### src/rtl/aud_sram_arbiter_if.sv
// Request/response and SRAM pin bundle for the audio SRAM arbiter.
// The slave modport is the arbiter's view; the master modport is the clients' and SRAM side.
interface aud_sram_arbiter_if #(
    parameter int ADDR_W = 20,
    parameter int DATA_W = 16
);
    logic              i_wr_req;
    logic [ADDR_W-1:0] i_wr_addr;
    logic [DATA_W-1:0] i_wr_data;
    logic              o_wr_ack;
    logic              i_rd_req;
    logic [ADDR_W-1:0] i_rd_addr;
    logic [DATA_W-1:0] o_rd_data;
    logic              o_rd_valid;
    logic              o_rd_past_end;
    logic              i_clr_len;
    logic [ADDR_W:0]   o_rec_len;
    logic              o_busy;
    logic [ADDR_W-1:0] o_sram_addr;
    logic [DATA_W-1:0] o_sram_wdata;
    logic              o_sram_wdata_en;
    logic [DATA_W-1:0] i_sram_rdata;
    logic              o_sram_ce_n;
    logic              o_sram_we_n;
    logic              o_sram_oe_n;
    logic              o_sram_lb_n;
    logic              o_sram_ub_n;

    modport slave (
        input  i_wr_req, i_wr_addr, i_wr_data, i_rd_req, i_rd_addr, i_clr_len, i_sram_rdata,
        output o_wr_ack, o_rd_data, o_rd_valid, o_rd_past_end, o_rec_len, o_busy,
               o_sram_addr, o_sram_wdata, o_sram_wdata_en,
               o_sram_ce_n, o_sram_we_n, o_sram_oe_n, o_sram_lb_n, o_sram_ub_n
    );

    modport master (
        output i_wr_req, i_wr_addr, i_wr_data, i_rd_req, i_rd_addr, i_clr_len, i_sram_rdata,
        input  o_wr_ack, o_rd_data, o_rd_valid, o_rd_past_end, o_rec_len, o_busy,
               o_sram_addr, o_sram_wdata, o_sram_wdata_en,
               o_sram_ce_n, o_sram_we_n, o_sram_oe_n, o_sram_lb_n, o_sram_ub_n
    );
endinterface

### src/rtl/aud_sram_arbiter.sv
// Single-port SRAM scheduler: round-robin between recorder writes and DSP reads,
// fixed-length accesses followed by a one-cycle turnaround gap, and recorded-length tracking.
module aud_sram_arbiter #(
    parameter int ADDR_W  = 20,
    parameter int DATA_W  = 16,
    parameter int ACC_CYC = 2
) (
    input  logic               i_clk,
    input  logic               i_rst,
    aud_sram_arbiter_if.slave  bus
);
    localparam int CNT_W = (ACC_CYC > 1) ? $clog2(ACC_CYC) : 1;

    typedef enum logic [1:0] {S_IDLE, S_WRITE, S_READ, S_GAP} state_t;

    state_t            state_q;
    logic [CNT_W-1:0]  cnt_q;
    logic              last_wr_q;
    logic [ADDR_W-1:0] addr_q;
    logic [DATA_W-1:0] wdata_q;
    logic [DATA_W-1:0] rd_data_q;
    logic              past_end_q;
    logic              wr_ack_q;
    logic              rd_valid_q;
    logic [ADDR_W:0]   rec_len_q;
    logic              ce_n_q;
    logic              we_n_q;
    logic              oe_n_q;
    logic              wdata_en_q;

    logic grant_wr_d;
    logic last_cyc_d;
    logic past_end_d;

    // Recorded length only grows; the ADDR_W+1 width holds 2^ADDR_W without wrapping.
    function automatic logic [ADDR_W:0] len_after_write(input logic [ADDR_W:0]   cur,
                                                        input logic [ADDR_W-1:0] addr);
        logic [ADDR_W:0] end_p1;
        end_p1 = {1'b0, addr} + (ADDR_W+1)'(1);
        return (end_p1 > cur) ? end_p1 : cur;
    endfunction

    // On a tie, grant whichever side did not win last time.
    assign grant_wr_d = bus.i_wr_req && (!bus.i_rd_req || !last_wr_q);
    assign last_cyc_d = (cnt_q == CNT_W'(ACC_CYC - 1));
    assign past_end_d = ({1'b0, addr_q} >= rec_len_q);

    always_ff @(posedge i_clk or posedge i_rst) begin
        if (i_rst) begin
            state_q    <= S_IDLE;
            cnt_q      <= '0;
            last_wr_q  <= 1'b1;
            addr_q     <= '0;
            wdata_q    <= '0;
            rd_data_q  <= '0;
            past_end_q <= 1'b0;
            wr_ack_q   <= 1'b0;
            rd_valid_q <= 1'b0;
            rec_len_q  <= '0;
            ce_n_q     <= 1'b1;
            we_n_q     <= 1'b1;
            oe_n_q     <= 1'b1;
            wdata_en_q <= 1'b0;
        end else begin
            wr_ack_q   <= 1'b0;
            rd_valid_q <= 1'b0;
            unique case (state_q)
                S_IDLE: begin
                    if (bus.i_wr_req || bus.i_rd_req) begin
                        addr_q     <= grant_wr_d ? bus.i_wr_addr : bus.i_rd_addr;
                        if (grant_wr_d) wdata_q <= bus.i_wr_data;
                        last_wr_q  <= grant_wr_d;
                        cnt_q      <= '0;
                        ce_n_q     <= 1'b0;
                        we_n_q     <= !grant_wr_d;
                        oe_n_q     <= grant_wr_d;
                        wdata_en_q <= grant_wr_d;
                        state_q    <= grant_wr_d ? S_WRITE : S_READ;
                    end
                end
                S_WRITE: begin
                    if (last_cyc_d) begin
                        state_q    <= S_GAP;
                        ce_n_q     <= 1'b1;
                        we_n_q     <= 1'b1;
                        wdata_en_q <= 1'b0;
                        wr_ack_q   <= 1'b1;
                        rec_len_q  <= len_after_write(rec_len_q, addr_q);
                    end else begin
                        cnt_q <= cnt_q + CNT_W'(1);
                    end
                end
                S_READ: begin
                    if (last_cyc_d) begin
                        state_q    <= S_GAP;
                        ce_n_q     <= 1'b1;
                        oe_n_q     <= 1'b1;
                        rd_valid_q <= 1'b1;
                        past_end_q <= past_end_d;
                        rd_data_q  <= past_end_d ? '0 : bus.i_sram_rdata;
                    end else begin
                        cnt_q <= cnt_q + CNT_W'(1);
                    end
                end
                S_GAP: begin
                    state_q <= S_IDLE;
                end
                default: begin
                    state_q <= S_IDLE;
                end
            endcase
            // A clear on the write-ending edge overrides that write's length update.
            if (bus.i_clr_len) rec_len_q <= '0;
        end
    end

    assign bus.o_wr_ack        = wr_ack_q;
    assign bus.o_rd_valid      = rd_valid_q;
    assign bus.o_rd_data       = rd_data_q;
    assign bus.o_rd_past_end   = past_end_q;
    assign bus.o_rec_len       = rec_len_q;
    assign bus.o_busy          = (state_q != S_IDLE);
    assign bus.o_sram_addr     = addr_q;
    assign bus.o_sram_wdata    = wdata_q;
    assign bus.o_sram_wdata_en = wdata_en_q;
    assign bus.o_sram_ce_n     = ce_n_q;
    assign bus.o_sram_we_n     = we_n_q;
    assign bus.o_sram_oe_n     = oe_n_q;
    assign bus.o_sram_lb_n     = 1'b0;
    assign bus.o_sram_ub_n     = 1'b0;
endmodule

### src/flat_wrapper.sv
// flat-port wrapper written by rule: the top's interface ports become plain ports
module aud_sram_arbiter_flat 
#(
    parameter int ADDR_W  = 20,
    parameter int DATA_W  = 16,
    parameter int ACC_CYC = 2
)
  (i_clk, i_rst, bus_i_wr_req, bus_i_wr_addr, bus_i_wr_data, bus_i_rd_req, bus_i_rd_addr, bus_i_clr_len, bus_i_sram_rdata, bus_o_wr_ack, bus_o_rd_data, bus_o_rd_valid, bus_o_rd_past_end, bus_o_rec_len, bus_o_busy, bus_o_sram_addr, bus_o_sram_wdata, bus_o_sram_wdata_en, bus_o_sram_ce_n, bus_o_sram_we_n, bus_o_sram_oe_n, bus_o_sram_lb_n, bus_o_sram_ub_n);
  aud_sram_arbiter_if #(.ADDR_W(ADDR_W), .DATA_W(DATA_W)) bus_i ();
  input  logic i_clk;
  input  logic i_rst;
  input wire logic [$bits(bus_i.i_wr_req)-1:0] bus_i_wr_req;
  input wire logic [$bits(bus_i.i_wr_addr)-1:0] bus_i_wr_addr;
  input wire logic [$bits(bus_i.i_wr_data)-1:0] bus_i_wr_data;
  input wire logic [$bits(bus_i.i_rd_req)-1:0] bus_i_rd_req;
  input wire logic [$bits(bus_i.i_rd_addr)-1:0] bus_i_rd_addr;
  input wire logic [$bits(bus_i.i_clr_len)-1:0] bus_i_clr_len;
  input wire logic [$bits(bus_i.i_sram_rdata)-1:0] bus_i_sram_rdata;
  output wire logic [$bits(bus_i.o_wr_ack)-1:0] bus_o_wr_ack;
  output wire logic [$bits(bus_i.o_rd_data)-1:0] bus_o_rd_data;
  output wire logic [$bits(bus_i.o_rd_valid)-1:0] bus_o_rd_valid;
  output wire logic [$bits(bus_i.o_rd_past_end)-1:0] bus_o_rd_past_end;
  output wire logic [$bits(bus_i.o_rec_len)-1:0] bus_o_rec_len;
  output wire logic [$bits(bus_i.o_busy)-1:0] bus_o_busy;
  output wire logic [$bits(bus_i.o_sram_addr)-1:0] bus_o_sram_addr;
  output wire logic [$bits(bus_i.o_sram_wdata)-1:0] bus_o_sram_wdata;
  output wire logic [$bits(bus_i.o_sram_wdata_en)-1:0] bus_o_sram_wdata_en;
  output wire logic [$bits(bus_i.o_sram_ce_n)-1:0] bus_o_sram_ce_n;
  output wire logic [$bits(bus_i.o_sram_we_n)-1:0] bus_o_sram_we_n;
  output wire logic [$bits(bus_i.o_sram_oe_n)-1:0] bus_o_sram_oe_n;
  output wire logic [$bits(bus_i.o_sram_lb_n)-1:0] bus_o_sram_lb_n;
  output wire logic [$bits(bus_i.o_sram_ub_n)-1:0] bus_o_sram_ub_n;
  assign bus_i.i_wr_req = bus_i_wr_req;
  assign bus_i.i_wr_addr = bus_i_wr_addr;
  assign bus_i.i_wr_data = bus_i_wr_data;
  assign bus_i.i_rd_req = bus_i_rd_req;
  assign bus_i.i_rd_addr = bus_i_rd_addr;
  assign bus_i.i_clr_len = bus_i_clr_len;
  assign bus_i.i_sram_rdata = bus_i_sram_rdata;
  assign bus_o_wr_ack = bus_i.o_wr_ack;
  assign bus_o_rd_data = bus_i.o_rd_data;
  assign bus_o_rd_valid = bus_i.o_rd_valid;
  assign bus_o_rd_past_end = bus_i.o_rd_past_end;
  assign bus_o_rec_len = bus_i.o_rec_len;
  assign bus_o_busy = bus_i.o_busy;
  assign bus_o_sram_addr = bus_i.o_sram_addr;
  assign bus_o_sram_wdata = bus_i.o_sram_wdata;
  assign bus_o_sram_wdata_en = bus_i.o_sram_wdata_en;
  assign bus_o_sram_ce_n = bus_i.o_sram_ce_n;
  assign bus_o_sram_we_n = bus_i.o_sram_we_n;
  assign bus_o_sram_oe_n = bus_i.o_sram_oe_n;
  assign bus_o_sram_lb_n = bus_i.o_sram_lb_n;
  assign bus_o_sram_ub_n = bus_i.o_sram_ub_n;
  aud_sram_arbiter #(.ADDR_W(ADDR_W), .DATA_W(DATA_W), .ACC_CYC(ACC_CYC)) u_core (.i_clk(i_clk), .i_rst(i_rst), .bus(bus_i));
endmodule
### config.mk
export PLATFORM = sky130hd
export DESIGN_NAME = aud_sram_arbiter_flat
export DESIGN_NICKNAME = d
export VERILOG_FILES = /design/src/rtl/aud_sram_arbiter_if.sv /design/src/rtl/aud_sram_arbiter.sv /design/src/flat_wrapper.sv
export SDC_FILE = /design/constraint.sdc
export NUM_CORES = 1
export LEC_CHECK = 0
export CAP_MARGIN = 0
export CELL_PAD_IN_SITES_DETAIL_PLACEMENT = 1
export CELL_PAD_IN_SITES_GLOBAL_PLACEMENT = 2
export CORE_UTILIZATION = 28
export CTS_CLUSTER_SIZE = 30
export DETAILED_ROUTE_END_ITERATION = 16
export HOLD_SLACK_MARGIN = 0.03
export PLACE_DENSITY = 0.83
export SETUP_SLACK_MARGIN = 0.1
export SLEW_MARGIN = 20
export SYNTH_ARGS = -nofsm -noshare
export SYNTH_HDL_FRONTEND = slang
export SYNTH_SLANG_ARGS = --single-unit
### constraint.sdc
create_clock -name i_clk -period 3.4 [get_ports i_clk]
set_input_delay 0.85 -clock i_clk [delete_from_list [all_inputs] [get_ports i_clk]]
set_output_delay 0.85 -clock i_clk [all_outputs]
set_load 0.01 [all_outputs]
-- After elaboration in Yosys (flattened, before gate mapping)
Index checks and enable logic that the tools add are counted.
- output and inout port bits: 83
- bits in registers: 84
- logic and storage cells: 73
- input bits: 77
- reductions and logical operators: 24
- eq/ne operators: 7
- add/subtract/negate cells: 2
- muxes and demuxes: 24
- $lt $le $gt $ge: 2
- operator list (cell ; count):
    21-bit 2-to-1 mux ; 4
    20-bit by 1-bit adder with 21-bit output, second input constant ; 1
    20-bit by 21-bit >= comparator with 1-bit output ; 1
    21-bit > comparator ; 1
    20-bit 2-to-1 mux ; 1
    16-bit 2-to-1 mux ; 1
    3-bit AND reduction ; 5
    2-bit nonzero test ; 7
    1-bit case mux with 2 select lines ; 5
    1-bit 2-to-1 mux ; 9
    2-bit by 1-bit != test with 1-bit output, second input constant ; 4
    2-bit AND reduction ; 4
    2-bit 2-to-1 mux ; 3
    2-bit case mux with 3 select lines ; 1
    2-bit == test, second input constant ; 2
    1-bit logical NOT ; 3
    2-bit by 1-bit == test with 1-bit output, second input constant ; 1
    2-bit logical NOT ; 1
    1-bit logical OR ; 2
    2-bit OR reduction ; 1
    1-bit adder, second input constant ; 1
    1-bit logical AND ; 1

-- Longest topological paths before layout
Gate-level depths: netlist (run 1).
- word-level depth: 6
- depth in mapped cells: 14
- mapped depth without buffers: 13

-- Worst setup path before layout (run 1)
No wires, ideal clock.
- path type: reg2reg
- start: reg u_core.addr_q[0], in the netlist u_core.bus.o_sram_addr[0]
- end: reg u_core.rec_len_q[19], in the netlist u_core.bus.o_rec_len[19]
- required time: 3.264 ns
- arrival: 2.792 ns
- stages on the path, launching flop included: 15
- path buffers: 1
- clock period less this slack: 2.928 ns
- setup time: 0.136 ns
- path slack: 0.472 ns
- cells stage by stage: dfrtp_1 -> ha_1 -> inv_1 -> nor2_1 -> and3_1 -> nand4_1 -> xnor2_1 -> ha_1 -> nand4_1 -> and4bb_4 -> o21ai_0 -> o211a_1 -> buf_2 -> nor3_1 -> nor3_1
- word-level cells in the longest chain between the ends: 5
- elaborated cells between the ends (all ways): 8
- those cells by class: 1 x add/sub; 1 x order compare; 4 x mux; 2 x reduce/logical
- ends and longest elaborated chain (element ; RTL line ; RTL):
    start: declaration ; aud_sram_arbiter.sv:19 ; logic [ADDR_W-1:0] addr_q;
    start signal: assignment ; aud_sram_arbiter.sv:70 ; addr_q <= grant_wr_d ? bus.i_wr_addr : bus.i_rd_addr;
    20-bit by 1-bit adder with 21-bit output * ; aud_sram_arbiter.sv:39 ; end_p1 = {1'b0, addr} + (ADDR_W+1)'(1);
    parallel branches: the longest is 4 deep, another holds 21-bit > comparator ; - ;
    end signal: assignment ; aud_sram_arbiter.sv:88 ; rec_len_q <= len_after_write(rec_len_q, addr_q);
    end: declaration ; aud_sram_arbiter.sv:25 ; logic [ADDR_W:0] rec_len_q;
Every way passes the cells marked *. The select of a mux whose other input is x is not followed.
A chain may end at the register's enable or synchronous reset.

-- Worst setup path in the final report (run 1)
- start: reg u_core.addr_q[10], in the netlist u_core.bus.o_sram_addr[10]
- end: reg u_core.rec_len_q[18], in the netlist u_core.bus.o_rec_len[18]
Same word-level chain as after synthesis.

==> results.md, run 1 <==
- Status: finished clean
- Clock transition at path regs: approximately 70 ps
- Core Area: 16800 um2
- Non-filler instance count after layout: 885
- Die area: about 18000 um2
- DPL Wire Length: between 10000 and 15000 um
- Max-Cap Viols: 0
- Nets@finish: about 780
- Synth warn: 0
- Worst Hold Endpoint: u_core.last_wr_q
- Commonest cells post-synth: dfrtp_1, ha_1, a21oi_1
- Fmax: 0.315 GHz
- Crit share post-route: 93.4%
- Setup TNS: 0 ps
- Layout area overhead: 48.1%
- Reg2Reg Setup Slack: 230 ps
- Worst-margin pin slew: 744 ps
- Static Leak: 3.09 nW
- Count leader, synth: dfrtp_1
- IO buf count: ~160
- Largest area contributor in the netlist: dfrtp_1
- Async set-reset flop share out of synthesis: 100%
- Vias/cell: 4.93
- Total power: 7.52 mW
- DRT Pass-1 Iters: 4
- Largest cells by area after synthesis: dfrtp_1, ha_1, a21oi_1
- Worst-path maximum fanout: 23
- Hold Startpoint: u_core.last_wr_q
- WL final: roughly 16000 um
- Chip Width: 134 um
- Main synth FF type: dfrtp_1
- Global-route wire length before repair: approximately 26000 um
- CTS Root Cell: clkbuf_16
- Gr ovfl total: 0
- Largest net degree at the start of global routing: 51
- Fillcell total: 1872
- Starting Density: 29.0%
- TritonCTS buffer count: 9
- WP data required: around 3600 ps
- Worst hold stages: 2
- Netlist cell types: 52
- Post-synth design cell area: 4870 um2
- Share of cells above drive strength 1: 13.7%
- Clk_skew: 5.87 ps
- Post-synthesis cell count: 486
- WL/cell: between 15 and 20 um
- CP Class: flip-flop to flip-flop
- Crit. End Element: flip-flop
- Skew-Pair Late Insertion Delay: 350 ps
- Post-synth EDFFs: 0
- ANT cells: 0
- FF-to-FF Start: u_core.bus.o_sram_addr[10]
- Crit path time final: 3170 ps
- CTS sink cnt: 84
- CP Launch Type: flip-flop
- Chip height: 134 um
- H-tree Lvls: 3
- DRC Markers: 0
- Row cnt: 47
- Final setup vio count: 0
- Worst slew margin: 50.3%
- I/O pin cnt: 160
- Mean Syn Cell Area: roughly 10 um2
- Cell Pwr Density: 1040 nW/um2
- Register-to-Register Path Depth: 12
- Initial DRC count: 126
- TritonCTS clock tree: built
- Initial antenna violation count: 0
- Vias in the first global route: roughly 4800
- Routed vias: approximately 4400
- RePlAce Congestion: 0.835
- Area share of the leading cell type in the synthesized netlist: between 40% and 50%
- Final slew viol count: 0
- Final Hold Violating Endpoints: 0
- #FFs+latches synth: 84
- Sequential area share after synthesis: 43.3%
- Post-route ant nets: 0
- Hold_buf cts: 0
- Min-delay worst type: flip-flop to flip-flop
- Worst vdd ir: 0.367 mV
- Max clock buf depth: 2
- CP arrival: 3390 ps
- Crit Reg-Reg Endpoint: u_core.bus.o_rec_len[18]
- Dpl cells: 861
- RSZ-0062 raised after global routing: no
- Total track usage: 18.7%
stage by stage:
stage	hold slack [ps]	utilization, %	worst slack, ps	instance area (um2)
finish	473	43.0	225	7210
global route	492	43.0	84.5	7210
CTS	475	42.4	109	7100
detailed placement	464	40.4	16.4	6780
global placement	450	40.4	25.9	6780
floorplan	439	-	391	4870
how the worst max path moves through the flow:
stage | start | end | slack [ps] | cells after the start
floorplan | i_rst | u_core.bus.o_rd_data[0] | 390 | 1
global placement | u_core.bus.o_sram_addr[5] | u_core.bus.o_rec_len[14] | 30 | 11
detailed placement | u_core.bus.o_sram_addr[5] | u_core.bus.o_rec_len[14] | 20 | 11
CTS | u_core.bus.o_sram_addr[6] | u_core.bus.o_rec_len[18] | 110 | 12
global route | u_core.bus.o_sram_addr[6] | u_core.bus.o_rec_len[18] | 80 | 12
finish | u_core.bus.o_sram_addr[10] | u_core.bus.o_rec_len[18] | 230 | 12
where the power goes:
group          switching, mW  internal, mW
clock                  0.427         0.611
combinational           2.35          2.26
sequential             0.395          1.47
total                   3.18          4.35
metal layers:
| layer | track usage, % | share of wire [%] |
|---|---|---|
| met4 | 5.87 | 1.4 |
| met3 | 5.59 | 6.7 |
| met2 | 31.4 | 48 |
| met5 | 0 | 0 |
| met1 | 22.8 | 44 |
flip-flops by register name, summed over array words and instances, names as in the netlist:
signal and cells:
u_core.bus.o_wr_ack 1, u_core.bus.o_rd_past_end 1, u_core.cnt_q 1, u_core.state_q 2, u_core.bus.o_sram_wdata_en 1, u_core.bus.o_rd_data 16
u_core.bus.o_sram_we_n 1, u_core.bus.o_rec_len 21, u_core.last_wr_q 1, u_core.bus.o_sram_ce_n 1, u_core.bus.o_sram_addr 20, u_core.bus.o_sram_oe_n 1
u_core.bus.o_sram_wdata 16, u_core.bus.o_rd_valid 1
critical path, stage by stage, from the launching register on:
cell      delay, ps
dfrtp_1         350
and4_1          240
and3_1          240
and3_1          210
nand4_1         130
xnor2_1         180
ha_1            310
nand4_1         160
and4bb_4        390
o21ai_2         100
o211a_1         160
buf_12          170
o311a_1         390
cell type report:
cell class | instances | area (um2) | area share (%)
Multi-Input combinational cell | 349 | 2570 | 35.7
Sequential cell | 84 | 2110 | 29.3
Inverter | 32 | 121 | 1.68
Clock inverter | 5 | 60.1 | 0.833
Clock buffer | 11 | 253 | 3.51
Timing Repair Buffer | 184 | 1810 | 25.1
Tap cell | 220 | 275 | 3.82
timing repair:
action | CTS | global route
pin swaps | 1 | 4
buffers inserted | 0 | 8
resized for setup | 3 | 8
setup endpoints to repair | 21 | 21
placed cells by master, fill, tap and decap left out, drive strengths merged, types with 3 or more instances in the layout:
| cell | n |
|---|---|
| nor2 | 18 |
| buf | 27 |
| and3 | 6 |
| mux2 | 16 |
| dfrtp | 80 |
| a21o | 7 |
| mux2i | 20 |
| a22o | 16 |
| dfstp | 4 |
| o32ai | 3 |
| clkdlybuf4s50 | 157 |
| ha | 45 |
| a21oi | 42 |
| clkinv | 4 |
| nand3 | 14 |
| and4 | 4 |
| clkbuf | 11 |
| o21ai | 32 |
| nand4 | 9 |
| xnor2 | 12 |
| nand2 | 41 |
| nor3 | 35 |
| xor2 | 6 |
| inv | 31 |
cells by family (layout without fill, tap and decap cells):
logic type	Yosys count	count (layout)	share of synthesized area (%)
adder cells (fa/ha/maj)	45	45	11.6
XOR/XNOR	18	18	3.24
buffers and inverters	54	232	4.86
other	1	2	0.0770
multiplexers	36	36	7.81
AND/OR/NAND/NOR	135	135	13.9
flip-flops	84	84	43.3
AO/OA/AOI/OAI	113	113	15.2
No activity file was read; power rests on OpenSTA's default activity.
==> run 2: changes to the inputs <==
--- a/config.mk
+++ b/config.mk
@@ -8,11 +8,12 @@
 export CAP_MARGIN = 0
 export CELL_PAD_IN_SITES_DETAIL_PLACEMENT = 1
 export CELL_PAD_IN_SITES_GLOBAL_PLACEMENT = 2
-export CORE_UTILIZATION = 28
+export CORE_UTILIZATION = 38
 export CTS_CLUSTER_SIZE = 30
 export DETAILED_ROUTE_END_ITERATION = 16
+export DONT_BUFFER_PORTS = 1
 export HOLD_SLACK_MARGIN = 0.03
-export PLACE_DENSITY = 0.83
+export PLACE_DENSITY = 0.81
 export SETUP_SLACK_MARGIN = 0.1
 export SLEW_MARGIN = 20
 export SYNTH_ARGS = -nofsm -noshare
==> run 2 against run 1 <==
  * Cell area shrank 23%
  * Combinational power down 26%
  * Total power fell by 15%
  * Cell count shrank 23%
  * Hold slack worse by 140 ps
  * Highest routed layer unchanged
  * Die area is 26% lower
  * Clock skew increased by 4.6 ps
  * Sequential share of layout area up 8.7 points
  * Worst setup slack better by 43 ps
  * Core utilization increased by 2.2 points
  * Critical path depth is 1 higher
  * Largest cell class unchanged
  * Sequential cell count did not move
==> results.md, run 2 (same netlist as run 1, synthesis figures left out) <==
- Vias in the first global route: 4011
- Crit path time final: approximately 3100 ps
- Core Area: 12300 um2
- Final Core Density: 45.2%
- WL final: 14200 um
- H-tree Lvls: 3
- Initial antenna violation count: 0
- I/O pin cnt: between 150 and 200
- Storage element area: between 2000 and 2500 um2
- CP Launch Type: flip-flop
- Multi-input logic area: 2600 um2
- RePlAce Congestion: 0.824
- Final setup vio count: 0
- Max-Cap Viols: 0
- IO buf count: 0
- Global-route wire length before repair: 22100 um
- Chip height: 115 um
- Dpl cells: about 660
- Chip Width: 115 um
- Combinational share of power: between 50% and 60%
- TritonCTS clock tree: built
- Final slew viol count: 0
- Worst slew margin: 48.2%
- CTS sink cnt: 84
- WP data required: 3630 ps
- Hold_buf cts: 0
- Fillcell total: about 1400
- Worst Setup Slack, final: approximately 270 ps
- Part of the power in registers: 32.2%
- Worst-margin pin slew: 774 ps
- Share of cells above drive strength 1: 19.0%
- Static Leak: 2.48 nW
- Min-delay worst type: primary input to asynchronous set/reset pin
- Non-filler instance count after layout: 678
- Status: finished clean
- DPL Wire Length: approximately 11000 um
- Layout area overhead: 13.8%
- Commonest non-fill, non-tap cell in the layout: dfrtp_1
- Largest net degree at the start of global routing: 35
- Starting Density: around 40%
- Clock transition at path regs: 70 ps
- Max FFs per register: 21
- CTS Root Cell: clkbuf_16
- Total power: 6.41 mW
- Clk_skew: 10.5 ps
- Hold slack final: between 300 and 400 ps
- Worst slack at placement: -43.2 ps
- Crit share post-route: 92.1%
- DRC Markers: 0
- RSZ-0062 raised after global routing: yes
- Die area: 13300 um2
- Crit. End Element: flip-flop
- Clock share of power: 14.7%
- Initial DRC count: 135
- Final Hold Violating Endpoints: 0
- CP arrival: 3360 ps
- Fin area: between 5000 and 6000 um2
- Post-DP Area: between 5000 and 6000 um2
- WL/cell: around 21 um
- Vias/cell: 5.53
- P_int: 3.40 mW
- Max clock buf depth: 2
- Switching power: 3.01 mW
- Total track usage: 22.4%
- CP Class: flip-flop to flip-flop
- ANT cells: 0
- Skew-Pair Late Insertion Delay: 350 ps
- Most frequent cells in the layout: dfrtp_1, ha_1, a21oi_1, nand2_1, inv_1
- Setup TNS: 0 ps
- Gr ovfl total: 0
- Sw frac: 46.9%
- Routed vias: 3752
- Row cnt: 40
- Nets@finish: ~630
- TritonCTS buffer count: 9
- Post-route ant nets: 0
- Fmax: 0.319 GHz
- Worst vdd ir: 0.413 mV
- Worst-path maximum fanout: 8
- Cell Pwr Density: 1160 nW/um2
- DRT Pass-1 Iters: 4
==> run 2: cell types whose count changed in the layout (fill, tap and decap cells not counted), moves of 2 or more <==
cell,before,now
clkdlybuf4s50_1,157,0
nor3_1,33,28
nor3_2,1,6
buf_4,24,28
buf_12,3,0
dfrtp_1,76,79
dfrtp_2,4,1
xnor2_1,12,10
xnor2_2,0,2
==> run 2: path summary, 6_finish.rpt <==
kind	endpoint	cells past startpoint	slack (ps)	from
max	u_core.bus.o_rec_len[11]	13	270	u_core.bus.o_sram_addr[12]
min	u_core.bus.o_sram_wdata[4]	1	330	i_rst
max reg2reg	u_core.bus.o_rec_len[11]	13	270	u_core.bus.o_sram_addr[12]
min reg2reg	u_core.last_wr_q	2	460	u_core.last_wr_q
max in group asynchronous	u_core.bus.o_sram_addr[8]	2	2320	i_rst
min in group i_clk	u_core.last_wr_q	2	460	u_core.last_wr_q
==> run 2: per-layer routing <==
metal | vias to the layer above | GRT usage [%] | wire [um]
met5 | - | 0 | 0
met4 | 0 | 8.05 | 182
met3 | 11 | 6.27 | 967
met2 | 140 | 36.5 | 6790
met1 | 1815 | 28.4 | 6300
li1 | 1786 | - | -
==> run 2: area by class of cell <==
type                            instances  area share [%]
Tap cell                              168            3.79
Timing Repair Buffer                   29            4.00
Clock inverter                          5           0.677
Clock buffer                           11            4.38
Inverter                               32            2.19
Multi-Input combinational cell        349            46.9
Sequential cell                        84            38.0
==> run 2: timing repair <==
item | in CTS | in global routing
endpoints found under the setup margin | 19 | 19
buffers inserted | 1 | 3
resized for setup | 3 | 12
pin swaps | 2 | 4
==> run 2: worst max-delay path: stages, from the launching register on <==
cell and delay, ps:
dfrtp_1 360, and4_1 270, and3_4 220, and3_1 200, nand4_1 130, xnor2_1 200, ha_1 330, nand4_1 150
and4bb_4 410, o21ai_2 100, o211a_4 180, buf_4 160, nor3_1 230, nor3_1 70
==> run 2: power by group through the flow <==
stage                     logic (mW)  registers, mW  clock network [mW]
after floorplan                 2.27           2.03                   0
after global placement          3.07           2.06                   0
after detailed placement        3.25           2.07                   0
after CTS                       3.30           2.07               0.972
after global routing            3.81           2.13                1.01
final                           3.40           2.06               0.945
==> run 3: changes to the inputs <==
--- a/config.mk
+++ b/config.mk
@@ -9,10 +9,11 @@
 export CELL_PAD_IN_SITES_DETAIL_PLACEMENT = 1
 export CELL_PAD_IN_SITES_GLOBAL_PLACEMENT = 2
 export CORE_UTILIZATION = 38
+export CTS_CLUSTER_DIAMETER = 120
 export CTS_CLUSTER_SIZE = 30
 export DETAILED_ROUTE_END_ITERATION = 16
 export DONT_BUFFER_PORTS = 1
-export HOLD_SLACK_MARGIN = 0.03
+export HOLD_SLACK_MARGIN = 0.1
 export PLACE_DENSITY = 0.81
 export SETUP_SLACK_MARGIN = 0.1
 export SLEW_MARGIN = 20
==> results of run 3 <==
Final layout, timing and power as in run 2 (identical DEF).
